`src/rtl/ballot_collector.sv`:
```
// Serial vote collector for the 4-voter majority tally: gathers one vote per voter,
// rejects duplicates, and forces the ballot out after a collection timeout.
module ballot_collector #(
  parameter int TIMEOUT_CYC = 16,
  parameter int TW          = 5
) (
  input  logic       clk,
  input  logic       rst_n,
  input  logic       start,
  input  logic       vote_valid,
  input  logic [1:0] vote_id,
  input  logic       vote_val,
  output logic       vote_ready,
  output logic [3:0] ballot,
  output logic       ballot_valid,
  input  logic       ballot_ready,
  output logic [3:0] voted_mask,
  output logic       busy,
  output logic       dup_err,
  output logic       timeout
);

  typedef enum logic [1:0] {
    IDLE    = 2'd0,
    COLLECT = 2'd1,
    PRESENT = 2'd2
  } state_t;

  state_t        state;
  state_t        state_next;
  logic [TW-1:0] timer;
  logic [3:0]    id_onehot;
  logic          accept;
  logic          is_dup;
  logic          new_vote;
  logic [3:0]    mask_after;
  logic          at_limit;
  logic          timed_out;

  assign id_onehot  = 4'b0001 << vote_id;
  assign accept     = (state == COLLECT) && vote_valid;
  assign is_dup     = accept && ((voted_mask & id_onehot) != 4'b0000);
  assign new_vote   = accept && !is_dup;
  assign mask_after = new_vote ? (voted_mask | id_onehot) : voted_mask;
  assign at_limit   = (timer == TW'(TIMEOUT_CYC - 1));

  assign vote_ready   = (state == COLLECT);
  assign ballot_valid = (state == PRESENT);
  assign busy         = (state != IDLE);

  always_ff @(posedge clk or negedge rst_n) begin
    if (!rst_n) begin
      state <= IDLE;
    end else begin
      state <= state_next;
    end
  end

  // A vote that completes the mask wins over the timeout in the same cycle.
  always_comb begin
    state_next = state;
    timed_out  = 1'b0;
    case (state)
      IDLE: begin
        if (start) begin
          state_next = COLLECT;
        end
      end
      COLLECT: begin
        if (mask_after == 4'b1111) begin
          state_next = PRESENT;
        end else if (at_limit) begin
          state_next = PRESENT;
          timed_out  = 1'b1;
        end
      end
      PRESENT: begin
        if (ballot_ready) begin
          state_next = IDLE;
        end
      end
      default: begin
        state_next = IDLE;
      end
    endcase
  end

  // Ballot and mask survive the return to IDLE and are only cleared by the next start.
  always_ff @(posedge clk or negedge rst_n) begin
    if (!rst_n) begin
      ballot     <= 4'b0000;
      voted_mask <= 4'b0000;
      timer      <= '0;
      dup_err    <= 1'b0;
      timeout    <= 1'b0;
    end else begin
      dup_err <= is_dup;
      timeout <= timed_out;
      case (state)
        IDLE: begin
          if (start) begin
            ballot     <= 4'b0000;
            voted_mask <= 4'b0000;
            timer      <= '0;
          end
        end
        COLLECT: begin
          timer <= timer + TW'(1);
          if (new_vote) begin
            ballot[vote_id] <= vote_val;
            voted_mask      <= mask_after;
          end
        end
        default: begin
        end
      endcase
    end
  end

endmodule

```
`config.mk`:
```
export PLATFORM = sky130hd
export DESIGN_NAME = ballot_collector
export DESIGN_NICKNAME = d
export VERILOG_FILES = /design/src/rtl/ballot_collector.sv
export SDC_FILE = /design/constraint.sdc
export NUM_CORES = 1
export LEC_CHECK = 0
export BUFFER_PORTS_ARGS = -buffer_cell sky130_fd_sc_hd__buf_2
export CELL_PAD_IN_SITES_DETAIL_PLACEMENT = 1
export CELL_PAD_IN_SITES_GLOBAL_PLACEMENT = 2
export CORE_MARGIN = 4
export CORE_UTILIZATION = 34
export DETAILED_ROUTE_END_ITERATION = 6
export GPL_ROUTABILITY_DRIVEN = 1
export GPL_TIMING_DRIVEN = 0
export PLACE_DENSITY = 0.91
export SYNTH_ARGS = -nofsm -noshare
export SYNTH_HDL_FRONTEND = slang
export SYNTH_SLANG_ARGS = --single-unit
```
`constraint.sdc`:
```
create_clock -name clk -period 4.09 [get_ports clk]
set_input_delay 0.2045 -clock clk [delete_from_list [all_inputs] [get_ports clk]]
set_output_delay 0.2045 -clock clk [all_outputs]
set_load 0.03 [all_outputs]
```
# Word-level counts from Yosys, hierarchy flattened
# Index checks and enable logic that the tools add are counted.
# totals
ff_bits	17
# classes
eq_ne	8
n_shift	1
n_addsub	1
reduce_logical	12
n_bitwise	2
order_cmp	2
mux	19
# op_table
op	count
2-to-1 mux 4 bit	4
one-hot mux 4 bit (2 select lines)	2
one-hot mux 5 bit (2 select lines)	1
2-to-1 mux 2 bit	4
one-hot mux 2 bit (3 select lines)	1
AND reduction 3 bit	2
adder 5 x 1 -> 5 bit (second input constant)	1
equality test 5 x 4 -> 1 bit (second input constant)	1
2-to-1 mux 5 bit	1
bitwise AND 4 bit	1
bitwise mux 4 bit	1
equality test 4 bit (second input constant)	1
logical AND 1 bit	4
2-to-1 mux 1 bit	4
!= test 2 x 1 -> 1 bit (second input constant)	2
bitwise OR 4 bit	1
nonzero test 2 bit	2
nonzero test 4 bit	1
<< shifter 1 x 2 -> 4 bit (first input constant)	1
< comparator 2 x 3 -> 1 bit (second input constant)	1
!= test 3 x 1 -> 1 bit (second input constant)	1
demux 1 bit (select 2 bit)	1
equality test 2 x 1 -> 1 bit (second input constant)	1
equality test 2 bit (second input constant)	1
other kinds (5)	5

# Logic depth before layout (Yosys ltp)
# Gate-level depths: netlist (run 1).
# depth
ltp_word	10
mapped_depth	6
mapped_depth_nobuf	6

# Worst setup path before layout (run 1)
# No wires, ideal clock.
# synth_timing
path_type	register to register
start	register timer[0]
end	register state[1]
t_required_ns	3.970
path_stages_with_launch	7
setup_time_ns	0.120
t_arrival_ns	1.244
slack_ns	2.725
synth_period_minus_slack_ns	1.365
n_path_buf	0
path_cell_list	dfrtp_1 -> ha_1 -> and3_1 -> ha_1 -> inv_2 -> nand2_1 -> o211a_1
# synth_via
elab_chain_len	3
# synth_rtl
element	line_no	text
from (decl)	31	logic [TW-1:0] timer;
from (signal assigned)	108	timer <= timer + TW'(1);
equality test 5 x 4 -> 1 bit	45	assign at_limit = (timer == TW'(TIMEOUT_CYC - 1));
!= test 3 x 1 -> 1 bit (no line)	n/a	
AND reduction 3 bit (no line)	n/a	
to (signal assigned)	55	state <= state_next;
to (decl)	29	state_t state;
# No other way between the ends.
# A chain may end at the register's enable or synchronous reset.

# Worst setup path after layout (run 1)
# layout_timing
start	register state[1]
end	output vote_ready
# layout_via
elab_chain_len	1
# layout_rtl
element	line_no	text
equality test 2 x 1 -> 1 bit	47	assign vote_ready = (state == COLLECT);
to (decl)	13	output logic vote_ready,
# No other way between the ends.

==> impl_results.md, run 1 <==
* Outcome: finished clean
* Final hold vios at 0
* Fmax at 598 MHz
* Yosys top cell area share at 47.2%
* Gr usage total at 13.7%
* Worst vdd ir at 0.300 mV
* Adder-Cell Fraction of Synth Area at 2.78%
* Postcts setup bufs at 0
* Post-route clock period utilization at 40.9%
* Min Tclk post-route at 1670 ps
* Flop pwr share at 37.8%
* Routed vias/inst at 5.38
* Clock Tree Root: clkbuf_4
* Internal at 0.430 mW
* Starting density of the core at 36.0%
* DRC viols at 0
* Setup TNS at 0 ps
* Async set-reset flop share out of synthesis at 100%
* Die width at 59.5 um
* Initial antenna violation count at 0
* Fraction of layout cells with a size suffix above 1 at 25.4%
* Fin Hold WS at 199 ps
* CTS tree: done
* Main combinational cell family by area after synthesis: simple AND/OR/NAND/NOR gates
* Slew Limit Fails at 0
* Yosys reg bits at 17
* Fill cell count at 293
* Number of DRC markers in iteration 0 at 12
* Routed Antenna Nets at 0
* MaxCap Viol Count at 0
* Sw power at 0.387 mW
* Simple logic cell fraction of the synthesized area at 20.0%
* Area delta synth->final at 18.8%
* Setup CP Type: flip-flop to primary output
* Synth Flop Type: dfrtp_1
* Clk pwr share at 11.5%
* Crit-path cells: buf_2, nand2b_1, inv_2, buf_2
* Max-slew headroom at 72.8%
* Synth cell count leaders: 17 x dfrtp_1, 11 x nand2_1, 7 x mux2i_1, 7 x nor2_1, 5 x a21oi_1
* Reg clk slew, reported paths at 110 ps
* Post-Syn Instances at 90
* Post-synthesis xor/xnor area fraction at 0%
* H-tree depth at 1
* Syn. warnings at 0
* Crit path launch type: flip-flop
* Max FO, Critical Path at 10
* CTS Buf Count at 3
* Number of diodes at 0
* Post-synthesis mux area share at 11.5%
* Vias in the first global route at 750
* Compound-Gate Fraction of Synth Area at 14.3%
* CP max stage cell: dfrtp_1
* Required time worst endpoint at 3890 ps
* Longest Clk Path Bufs at 2
* HP Class: input port to flip-flop
* Syn Nets at 100
* DRT Pass-1 Iters at 4
* Most frequent cell after synthesis: dfrtp_1
* Worst-margin pin slew at 407 ps
* Average size of a mapped cell at 10.0 um^2
* Via count at 775
* Die Ht at 59.5 um
* First-pass GRT wire length at 3590 um
* Post-DP HPWL at 1680 um
* Cell Rows at 18
* Synth Cell Area at 901 um^2
* Sequential area share after synthesis at 47.2%
* Die area at 3540 um^2
* Setup Skew at 2.43 ps
* Drt wl/cell at 15.5 um
* Critical Path Max Stage Delay at 400 ps
* Leak at 0.531 nW
* Setup crit end kind: primary output
* End-of-flow core utilization at 42.8%
* Top Ports at 21
* Power per cell area at 763 nW/um^2
* RePlAce Congestion at 0.801
* Most used cell, CP: buf_2
* GRT overflow at 0
* RSZ-0062 raised after global routing: false
* Largest net degree at the start of global routing at 18
* Dominant cell type by area after synthesis: dfrtp_1
* Netlist cell types at 32
* Routed Wire Length at 2230 um
* Clock sinks at 17
* Nets at 125
* Sw Share at 47.4%
* Critical path arrival at 1470 ps
* Clk_lat worst skew at 290 ps
* Comb pwr share at 50.8%
* Core Box Area at 2500 um^2
* Post-synth EDFFs at 0
* Top cells by area, synth: dfrtp_1 47%, mux2i_1 7.8%, nand2_1 4.6%, nor2_1 2.9%, a22o_1 2.9%
* Setup violations, final at 0
* PortBufs at 19
[layout make-up]
class,count,area [um^2],area share (%)
Clock buffer,4,26.3,2.46
Timing Repair Buffer,20,105,9.82
Buffer,3,15.0,1.40
Sequential cell,17,425,39.8
Tap cell,30,37.5,3.51
Multi-Input combinational cell,64,438,40.9
Inverter,6,22.5,2.11
[registers in the layout, indices dropped and copies added, names as in the netlist]
signal / count
timer: 5
state: 2
timeout: 1
dup_err: 1
ballot: 4
voted_mask: 4
[what timing repair did]
action | CTS | global route
hold buffers | 1 | 0
endpoints found under the hold margin | 17 | 0
gates resized for setup | 0 | 0
[metrics by stage]
step | setup slack [ps] | instance area, um^2 | power, mW | std cells
floorplan | 2730 | 901 | 0.603 | 90
global placement | 2660 | 1030 | 0.711 | 139
finish | 2420 | 1070 | 0.816 | 144
CTS | 2410 | 1070 | 0.827 | 144
global route | 2330 | 1070 | 0.880 | 144
detailed placement | 2620 | 1030 | 0.729 | 139
[worst paths after layout]
kind	start	to	slack, ps	cells past startpoint
worst max-delay path	state[1]	vote_ready	2420	4
worst min-delay path	vote_valid	dup_err	200	3
worst max register to register	timer[0]	state[1]	2590	6
worst min register to register	timer[4]	timer[4]	510	2
max in group asynchronous	rst_n	timer[3]	3440	2
min in group asynchronous	rst_n	voted_mask[0]	360	2
[layer usage]
metal / global-route usage (%) / routed length, um
met1: 17.7 / 998
met2: 23.2 / 1130
met3: 1.96 / 77
met4: 4.85 / 25
met5: 0 / 0
[power by group through the flow]
| stage | Clock, mW | Combinational, mW | Sequential [mW] |
|---|---|---|---|
| floorplan | 0 | 0.228 | 0.375 |
| global placement | 0 | 0.406 | 0.305 |
| detailed placement | 0 | 0.418 | 0.311 |
| CTS | 0.0976 | 0.422 | 0.307 |
| global route | 0.105 | 0.456 | 0.319 |
| finish | 0.0935 | 0.414 | 0.308 |
[logic make-up after synthesis]
logic type / count (synthesis)
AOI/OAI and AO/OA: 19
buffers and inverters: 9
muxes: 10
adders and majority gates: 2
DFF: 17
and+or+nand+nor: 33
[critical path: cells and delay by family, from the launching register on]
| family | cells | cell delay (ps) |
|---|---|---|
| buffers and inverters | 3 | 530 |
| flip-flops | 1 | 400 |
| AND/OR/NAND/NOR | 1 | 240 |
[cell usage in the layout, fill, tap and decap left out, types with 2 or more instances in the layout]
master / count
buf_2: 22
dfrtp_1: 17
nand2_1: 11
mux2i_1: 7
nor2_1: 7
a21oi_1: 5
nor3_1: 4
inv_1: 3
o21ai_1: 3
a22o_1: 3
clkbuf_4: 3
inv_2: 2
mux2_1: 2
o211ai_1: 2
o2111ai_1: 2
ha_1: 2
Power figures use the tool's default switching activity.
==> run 2: changes to the inputs <==
CORE_UTILIZATION = 28   (was 34)
PLACE_DENSITY = 0.82   (was 0.91)
clock period = 1.3 ns   (was 4.09 ns; I/O delays follow)
==> impl_results.md, run 2 (synthesized netlist as in run 1, its figures left out) <==
* PortBufs at 19 (unchanged)
* Biggest register: timer (unchanged)
* Clock Tree Root: clkbuf_4 (unchanged)
* End-of-flow core utilization at 41.9% (was 42.8%)
* Fmax at 716 MHz
* GRT overflow at 0 (unchanged)
* Worst r2r src: timer[0] (unchanged)
* Required time worst endpoint at 1500 ps (was 3890 ps)
* Largest net degree at the start of global routing at 18 (unchanged)
* DRT Pass-1 Iters at 4 (unchanged)
* Setup crit end kind: flip-flop (was primary output)
* Met2 global-route usage at 22.6% (was 23.2%)
* HP Class: input port to flip-flop (unchanged)
* Routed Antenna Nets at 0 (unchanged)
* Die area at 4190 um^2 (was 3540 um^2)
* Flop pwr share at 31.8% (was 37.8%)
* Post-DP HPWL at 1760 um (was 1680 um)
* Routed Wire Length at 2710 um (was 2230 um)
* Critical path arrival at 1600 ps (was 1470 ps)
* Via count at 845 (was 775)
* Internal at 1.69 mW (was 0.430 mW)
* Worst Min Path Start: vote_valid (unchanged)
* CTS Buf Count at 3 (unchanged)
* Fill cell count at 366 (was 293)
* CP max stage cell: dfrtp_1 (unchanged)
* Leak at 0.611 nW (was 0.531 nW)
* Starting density of the core at 29.3% (was 36.0%)
* Routed vias/inst at 5.00 (was 5.38)
* Reg clk slew, reported paths at 100 ps (was 110 ps)
* Slew Limit Fails at 0 (unchanged)
* Most frequent cells in the layout: 17 x buf_2, 17 x dfrtp_1, 11 x buf_4, 10 x nand2_1, 7 x mux2i_1 (was 22 x buf_2, 17 x dfrtp_1, 11 x nand2_1, 7 x mux2i_1, 7 x nor2_1)
* CP bufs+invs at 1 (was 3)
* Fraction of layout cells with a size suffix above 1 at 46.4% (was 25.4%)
* Setup Skew at 1.28 ps (was 2.43 ps)
* Reg area at 425 um^2 (unchanged)
* Die Ht at 64.7 um (was 59.5 um)
* Comb pwr share at 58.4% (was 50.8%)
* Crit-path cells: ha_2, and3_4, ha_4, inv_4, nand2_2, o211a_1 (was buf_2, nand2b_1, inv_2, buf_2)
* RSZ-0062 raised after global routing: true (was false)
* Die width at 64.7 um (was 59.5 um)
* Clk pwr share at 9.8% (was 11.5%)
* Max FO, Critical Path at 5 (was 10)
* Power per cell area at 2400 nW/um^2 (was 763 nW/um^2)
* MaxCap Viol Count at 0 (unchanged)
* First-pass GRT wire length at 4420 um (was 3590 um)
* Initial antenna violation count at 0 (unchanged)
* Gr usage total at 13.9% (was 13.7%)
* Multi-input logic area at 519 um^2 (was 438 um^2)
* H-tree depth at 1 (unchanged)
* GR Util met1 at 16.9% (was 17.7%)
* DP Cell Count at 153 (was 139)
* Cell Rows at 20 (was 18)
* Top Family by Delay on Critical Path: flip-flops (was buffers and inverters)
* Grt peak-use layer: met2 (unchanged)
* Worst-margin pin slew at 404 ps (was 407 ps)
* Core Box Area at 3080 um^2 (was 2500 um^2)
* Failing checks: negative setup slack
* Outcome: finished with violations (was finished clean)
* Max reg flops at 5 (unchanged)
* Final WS setup at -96.6 ps (was 2420 ps)
* Top Ports at 21 (unchanged)
* Vias in the first global route at 879 (was 750)
* RePlAce Congestion at 0.786 (was 0.801)
* Sw power at 1.40 mW (was 0.387 mW)
* Biggest regs: timer: 5 flops, ballot: 4 flops, voted_mask: 4 flops (unchanged)
* Clk_lat worst skew at 300 ps (was 290 ps)
* Non-filler instance count after layout at 169 (was 144)
* Area delta synth->final at 43.2% (was 18.8%)
* Met3 usage at 2.08% (was 1.96%)
* Tot Pwr at 3.09 mW (was 0.816 mW)
* Clock sinks at 17 (unchanged)
* DRC viols at 0 (unchanged)
* Drt wl/cell at 16.0 um (was 15.5 um)
* Longest Clk Path Bufs at 2 (unchanged)
* Max-slew headroom at 73.1% (was 72.8%)
* Setup violations, final at 6 (was 0)
* Worst vdd ir at 0.783 mV (was 0.300 mV)
* Critical Path Max Stage Delay at 420 ps (was 400 ps)
* Number of DRC markers in iteration 0 at 14 (was 12)
* Min Tclk post-route at 1400 ps
* CTS tree: done (unchanged)
* Sw Share at 45.4% (was 47.4%)
* Nets at 136 (was 125)
* Post-route clock period utilization at 107%
* Number of diodes at 0 (unchanged)
* Final hold vios at 0 (unchanged)
* Crit path launch type: flip-flop (unchanged)
* CP startpoint: timer[0] (was state[1])
* Setup CP Type: flip-flop to flip-flop (was flip-flop to primary output)
[run 2: changes by cell type in the layout (fill, tap and decap cells not counted), sizes merged]
cell / change
clkinv: +1
inv: -1
buf: +11
[run 2: final timing paths]
kind	endpoint	slack [ps]	cells after the start
hold reg to reg	timer[4]	500	2
min in group asynchronous	ballot[2]	250	2
setup reg to reg	state[1]	-100	6
hold / removal	dup_err	50	3
max in group asynchronous	timer[4]	770	2
setup / recovery	state[1]	-100	6
[run 2: power by group through the flow]
| stage | logic (mW) | registers (mW) | clock network (mW) |
|---|---|---|---|
| global placement | 1.30 | 0.962 | 0 |
| CTS | 1.64 | 0.963 | 0.318 |
| global route | 1.98 | 1.03 | 0.342 |
| floorplan | 0.737 | 1.18 | 0 |
| finish | 1.80 | 0.982 | 0.304 |
| detailed placement | 1.34 | 0.984 | 0 |
[run 2: layer usage]
layer | up-vias | part of all wire [%]
li1 | 393 | -
met1 | 425 | 43
met4 | 0 | 2.8
met5 | - | 0
met3 | 5 | 3.5
met2 | 22 | 51
[run 2: stage by stage]
stage               setup WS (ps)  instance area, um^2  hold slack, ps  TNS [ps]
finish                      -96.6                 1290            54.2      -213
global route                 -155                 1290            40.5      -980
CTS                         -44.0                 1230            33.3      -185
detailed placement          -99.3                 1070            21.6      -443
global placement            -67.3                 1070            11.4     -87.0
floorplan                    3.31                  921            -231         0
[run 2: cell type report]
cell class | instances | area share, %
multi-input combinational | 64 | 40.3
sequential | 17 | 33.0
timing repair buffer | 31 | 16.0
tap | 44 | 4.27
inverter | 6 | 2.33
buffer | 3 | 2.13
clock buffer | 4 | 2.04
[run 2: what timing repair did]
item | CTS | global route
cloned | 0 | 0
hold endpoints to repair | 17 | 0
pin swaps | 3 | 4
hold buffers | 1 | 0
setup buffers | 8 | 4
gates resized for setup | 18 | 13
setup endpoints to repair | 14 | 16
[run 2: worst reg2reg max path, cell delays in order, from the launching register on]
cell and delay [ps]:
dfrtp_1 420, ha_2 200, and3_4 190, ha_4 160
inv_4 70, nand2_2 50, o211a_1 200
